===== config.mk =====
export PLATFORM = sky130hd
export DESIGN_NAME = spi_master_ctrl
export DESIGN_NICKNAME = d
export VERILOG_FILES = /design/src/rtl/spi_pkg.sv /design/src/rtl/spi_master_ctrl.sv
export SDC_FILE = /design/constraint.sdc
export NUM_CORES = 1
export LEC_CHECK = 0
export CORE_AREA = 8 8 75 77
export DETAILED_ROUTE_END_ITERATION = 6
export DIE_AREA = 0 0 83 85
export GPL_TIMING_DRIVEN = 0
export HOLD_SLACK_MARGIN = 0.12
export PLACE_DENSITY_LB_ADDON = 0.12
export SYNTH_ARGS = -nofsm -noshare
export SYNTH_HDL_FRONTEND = slang
export SYNTH_SLANG_ARGS = --single-unit
export TNS_END_PERCENT = 1

===== constraint.sdc =====
create_clock -name clk -period 3.75 [get_ports clk]
set_input_delay 0.375 -clock clk [delete_from_list [all_inputs] [get_ports clk]]
set_output_delay 0.375 -clock clk [all_outputs]
set_load 0.01 [all_outputs]

===== src/rtl/spi_pkg.sv =====
`default_nettype none
// ============================================================================
//  Module      : spi_pkg
//  Description : Shared SPI definitions: command codes, frame sizes, the
//                controller state encoding and a small command decode helper.
//                Used by the SPI master controller and the slave-side blocks.
//  Revision    : 1.0  initial release
// ============================================================================
package spi_pkg;

  // Command codes carried in the two MSBs of every frame
  localparam logic [1:0] CMD_WR_ADDR = 2'b00;
  localparam logic [1:0] CMD_WR_DATA = 2'b01;
  localparam logic [1:0] CMD_RD_ADDR = 2'b10;
  localparam logic [1:0] CMD_RD_DATA = 2'b11;

  // Frame geometry: 2 command bits followed by an 8-bit payload
  localparam int FRAME_BITS = 10;
  localparam int DATA_BITS  = 8;

  // Terminal values of the shared 4-bit bit counter
  localparam logic [3:0] SEND_LAST = 4'd9;
  localparam logic [3:0] READ_LAST = 4'd7;

  // Controller state encoding
  localparam int STATE_W = 3;
  typedef logic [STATE_W-1:0] state_t;

  localparam state_t ST_IDLE = 3'd0;
  localparam state_t ST_SEND = 3'd1;
  localparam state_t ST_WAIT = 3'd2;
  localparam state_t ST_READ = 3'd3;
  localparam state_t ST_END  = 3'd4;

  // Only the read-data command has a turnaround and a receive phase
  function automatic logic is_rd_data(input logic [1:0] c);
    return (c == CMD_RD_DATA);
  endfunction

endpackage : spi_pkg
`default_nettype wire


===== src/rtl/spi_master_ctrl.sv =====
`default_nettype none
// ============================================================================
//  Module      : spi_master_ctrl
//  Description : SPI master transaction controller. On start it shifts out a
//                10-bit {cmd, wdata} frame MSB-first. Read-data commands then
//                wait RD_LATENCY turnaround cycles and shift in one byte from
//                MISO, MSB-first, which is presented on rdata.
//  Revision    : 1.0  initial release
//
//  Ports
//    clk    in   system clock, rising edge
//    rst_n  in   asynchronous active-low reset
//    start  in   transaction request, only looked at while idle
//    cmd    in   [1:0] command code (see spi_pkg)
//    wdata  in   [7:0] payload sent after cmd
//    MISO   in   serial data from slave
//    SS_n   out  slave select, active-low
//    MOSI   out  serial data to slave
//    busy   out  high while a transaction is in progress
//    done   out  one-cycle pulse in the final cycle of a transaction
//    rdata  out  [7:0] byte captured by the last read-data transaction
// ============================================================================
module spi_master_ctrl
  import spi_pkg::*;
#(
  parameter int RD_LATENCY = 2
) (
  input  logic       clk,
  input  logic       rst_n,
  input  logic       start,
  input  logic [1:0] cmd,
  input  logic [7:0] wdata,
  input  logic       MISO,
  output logic       SS_n,
  output logic       MOSI,
  output logic       busy,
  output logic       done,
  output logic [7:0] rdata
);

  localparam logic [3:0] WAIT_LAST = 4'(RD_LATENCY - 1);

  state_t                  state_q, state_d;
  logic [3:0]              cnt_q,   cnt_d;
  logic [FRAME_BITS-1:0]   tx_q,    tx_d;
  logic [DATA_BITS-1:0]    rx_q,    rx_d;
  logic [DATA_BITS-1:0]    rdata_q, rdata_d;
  // The command bits are shifted out of tx_q, so the read/write decision
  // taken at the end of SEND needs its own copy.
  logic                    rd_q,    rd_d;

  // --------------------------------------------------------------------------
  // State register
  // --------------------------------------------------------------------------
  always_ff @(posedge clk or negedge rst_n) begin
    if (!rst_n) begin
      state_q <= ST_IDLE;
    end else begin
      state_q <= state_d;
    end
  end

  // --------------------------------------------------------------------------
  // Next-state logic
  // --------------------------------------------------------------------------
  always_comb begin
    state_d = state_q;
    case (state_q)
      ST_IDLE: if (start) state_d = ST_SEND;
      ST_SEND: if (cnt_q == SEND_LAST) state_d = rd_q ? ST_WAIT : ST_END;
      ST_WAIT: if (cnt_q == WAIT_LAST) state_d = ST_READ;
      ST_READ: if (cnt_q == READ_LAST) state_d = ST_END;
      ST_END:  state_d = ST_IDLE;
      default: state_d = ST_IDLE;
    endcase
  end

  // --------------------------------------------------------------------------
  // Outputs (decoded from the current state only)
  // --------------------------------------------------------------------------
  always_comb begin
    SS_n = 1'b1;
    MOSI = 1'b0;
    busy = 1'b1;
    done = 1'b0;
    case (state_q)
      ST_IDLE: busy = 1'b0;
      ST_SEND: begin
        SS_n = 1'b0;
        MOSI = tx_q[FRAME_BITS-1];
      end
      ST_WAIT,
      ST_READ: SS_n = 1'b0;
      ST_END:  done = 1'b1;
      default: busy = 1'b0;
    endcase
  end

  assign rdata = rdata_q;

  // --------------------------------------------------------------------------
  // Datapath next-state
  // --------------------------------------------------------------------------
  always_comb begin
    cnt_d   = '0;
    tx_d    = tx_q;
    rx_d    = rx_q;
    rdata_d = rdata_q;
    rd_d    = rd_q;

    case (state_q)
      ST_IDLE: begin
        // Frame is captured here so later cmd/wdata changes cannot leak in
        if (start) begin
          tx_d = {cmd, wdata};
          rd_d = is_rd_data(cmd);
        end
      end
      ST_SEND: tx_d = {tx_q[FRAME_BITS-2:0], 1'b0};
      ST_READ: begin
        rx_d = {rx_q[DATA_BITS-2:0], MISO};
        // Publish the completed byte together with the move into END
        if (state_d == ST_END) rdata_d = rx_d;
      end
      default: ;
    endcase

    // Counter restarts from zero on every state change and only advances
    // while the state holds, so it never passes a terminal count.
    if ((state_d == state_q) &&
        ((state_q == ST_SEND) || (state_q == ST_WAIT) || (state_q == ST_READ))) begin
      cnt_d = cnt_q + 4'd1;
    end
  end

  // --------------------------------------------------------------------------
  // Datapath registers
  // --------------------------------------------------------------------------
  always_ff @(posedge clk or negedge rst_n) begin
    if (!rst_n) begin
      cnt_q   <= '0;
      tx_q    <= '0;
      rx_q    <= '0;
      rdata_q <= '0;
      rd_q    <= 1'b0;
    end else begin
      cnt_q   <= cnt_d;
      tx_q    <= tx_d;
      rx_q    <= rx_d;
      rdata_q <= rdata_d;
      rd_q    <= rd_d;
    end
  end

endmodule : spi_master_ctrl
`default_nettype wire

==> impl_metrics.csv <==
group,metric,value,unit
timing,post-route-period-util,0.736,
floorplanning,fp.dieH,85,um
synth,seq_area_frac_synth,0.557,
synth,netlist_instances,127,
worst_setup_path,critPathKind,"reg2out",
pwr,p_seq_frac,0.437,
clocking,post_cts_buffers,0,
worst_setup_path,end_kind,"output port",
clocking,cts_root_buf,"clkbuf_8",
placed_design,globalplace.congestion,0.733,
synth,ys.flop_type,"dfrtp_1",
clocking,clkSinkCount,33,
synth,yosysTopAreaCell,"dfrtp_1",
worst_setup_path,cpLargestDelayFamily,"buffers and inverters",
min_path,hold_class,"in2async",
floorplanning,core_area,4540,sq um
synth,synthAdderAreaFrac,0.0169,
placed_design,dp.final_hpwl,2110,um
synth,synth_area,1480,sq um
route,drc,0,
timing,fin_hold_ws,139,ps
route,num_vias,1057,
pwr,p_leak,0.857,nW
timing,hold_viol,0,
synth,yosys-top-cells-count,"dfrtp_1, nor2_1, mux2_2",
global_routing,grt_max_degree,34,
pwr,pwr-share-clk,0.225,
synth,synth.distinct_cells,29,
route,drt_pass1_iterations,5,
synth,synth_edf_count,0,
synth,synth_top_area_share,0.557,
global_routing,grt_pass1_wl,5260,um
worst_setup_path,slowest_stage,"clkdlybuf4s50_1",
timing,tns,0,ps
timing,min_period,2760,ps
synth,synth_fp_nets,143,
worst_setup_path,crit_chain,"buf_2 -> or3b_2 -> clkbuf_1 -> clkbuf_1 -> nor2_1 -> clkdlybuf4s50_1",
placed_design,dp_worst_setup_slack,1280,ps
floorplanning,io_pins,26,
timing,finalMaxSlewViolations,0,
clocking,cts_max_level,2,
synth,syn_avg_cell_area,11.7,sq um
pwr,swShare,0.329,
layout,drive_gt1_frac,0.195,
clocking,cts-resized-gates,0,
floorplanning,dieArea,7060,sq um
global_routing,grt_usage,0.0912,
layout,syn_to_final_growth,27.2,%
synth,synthMuxAreaShare,0.114,
clocking,clkSlewWorstSetupHoldPaths,60,ps
route,drtIter0Drc,67,
clocking,cts_made_buffers,5,
timing,clock-skew-final,3.73,ps
floorplanning,rows,25,
placed_design,io_buffer_count,25,
clocking,clk_path_buf_depth,2,
worst_setup_path,rr_worst_depth,5,
clocking,cts_tree,"yes",
pwr,ir_worst_vdd,0.249,mV
synth,synthXorXnorAreaFrac,0.0177,
outcome,run_status,"finished, final reports clean",
timing,relSlewSlack,0.519,
floorplanning,die_w,83,um
worst_setup_path,crit_buf_inv,4,
timing,tightest_slew,719,ps
synth,synth_top_family_by_area,"simple AND/OR/NAND/NOR gates",
timing,rsz0062_at_grt,"false",
worst_setup_path,cpMostUsedCell,"clkbuf_1",
layout,nets,175,
worst_setup_path,crit_cells,6,
timing,fin_ws,991,ps
route,wl,2920,um
route,antenna_left,0,
global_routing,antenna_found_initial,0,
timing,max_freq,362,MHz
synth,synth_compound_area_frac,0.115,
clocking,clk-insertion-delay-late,280,ps
route,vias_per_cell,4.96,
synth,yosysMostFrequentCell,"dfrtp_1",
pwr,pwr_density_cell,629,nW/um^2
worst_setup_path,cp.required,3380,ps
synth,yosys.area_share.simple,0.143,
layout,n_antenna_cell,0,
pwr,switchingPower,0.389,mW
synth,async_flop_share,1.00,
global_routing,grt_overflow,0,
worst_setup_path,r2r_slack,1840,ps
worst_setup_path,worstPathArrival,2380,ps
pwr,p_int,0.796,mW
worst_setup_path,critPathLaunchType,"flop",
clocking,postCtsHoldBufs,0,
global_routing,grt_pass1_vias,1147,
synth,ys_warn_count,0,
floorplanning,start_util,0.327,
route,routedWlPerCell,13.7,um
pwr,p_comb_frac,0.337,
synth,synthTopCellsByArea,"dfrtp_1, mux2_2, nor2_1, o22ai_1, a2111oi_2",
timing,setup_viol,0,
worst_setup_path,crit_fanout,10,
synth,ys_ff_latch,33,
job,drv_cap,0,
worst_setup_path,slowest_delay,550,ps
## state kept, by name, summed over array words and instances (netlist names)
register	count
rdata	8
rx_q	7
rd_q	1
state_q	3
cnt_q	4
tx_q	10
## layer usage
metal / vias to the layer above / part of all wire / global-route usage
met3: 4 / 0.066 / 0.0412
li1: 509 / - / -
met4: 0 / 0.016 / 0.0495
met5: - / 0 / 0
met1: 515 / 0.46 / 0.102
met2: 29 / 0.46 / 0.141
## power by group through the flow
| stage | Clock, mW | Combinational (mW) | Sequential (mW) |
|---|---|---|---|
| 4_1_cts | 0.276 | 0.405 | 0.517 |
| 5_1_grt | 0.292 | 0.453 | 0.531 |
| 3_3_place_gp | 0 | 0.395 | 0.521 |
| 6_report | 0.267 | 0.400 | 0.518 |
| 2_1_floorplan | 0 | 0.296 | 0.507 |
| 3_5_place_dp | 0 | 0.404 | 0.524 |
## kinds of logic (layout without fill, tap and decap cells)
| logic type | after synthesis | after routing |
|---|---|---|
| AND/OR/NAND/NOR | 42 | 42 |
| buffers and inverters | 10 | 42 |
| multiplexers | 15 | 15 |
| XOR/XNOR | 3 | 3 |
| adder cells (fa/ha/maj) | 2 | 2 |
| AO/OA/AOI/OAI | 22 | 22 |
| flip-flops | 33 | 33 |
## stage by stage
stage | instances | util | cell area [sq um] | total power, mW
3_5_place_dp | 206 | 0.396 | 1800 | 0.927
3_3_place_gp | 206 | 0.397 | 1800 | 0.915
5_1_grt | 213 | 0.416 | 1890 | 1.28
2_1_floorplan | 127 | - | 1480 | 0.803
6_report | 213 | 0.416 | 1890 | 1.19
4_1_cts | 213 | 0.416 | 1890 | 1.20
## cell type report
type                    count  area, sq um
fillers                   414         2650
flip-flops and latches     33          826
multi-input cells          84          603
repair buffers             25          245
clock buffers               6         82.6
well taps                  54         67.6
plain buffers               6         38.8
inverters                   4         15.0
clock inverters             1         7.51
## path summary, 6_finish.rpt
| check | startpoint | endpoint |
|---|---|---|
| max | state_q[0] | MOSI |
| min | rst_n | tx_q[4] |
| max reg2reg | state_q[1] | cnt_q[0] |
| min reg2reg | tx_q[7] | tx_q[7] |
| max in group asynchronous | rst_n | state_q[0] |
| min in group clk | tx_q[7] | tx_q[7] |
## cell usage in the layout (no fill, tap or decap), drive strengths merged, types with 3 or more instances in the layout
master	instances
inv	4
clkdlybuf4s50	24
dfrtp	33
mux2	15
o21ai	3
nand2b	3
buf	4
nor2	21
clkbuf	9
nand2	7
o22ai	9
(Power assumes the default switching activity.)
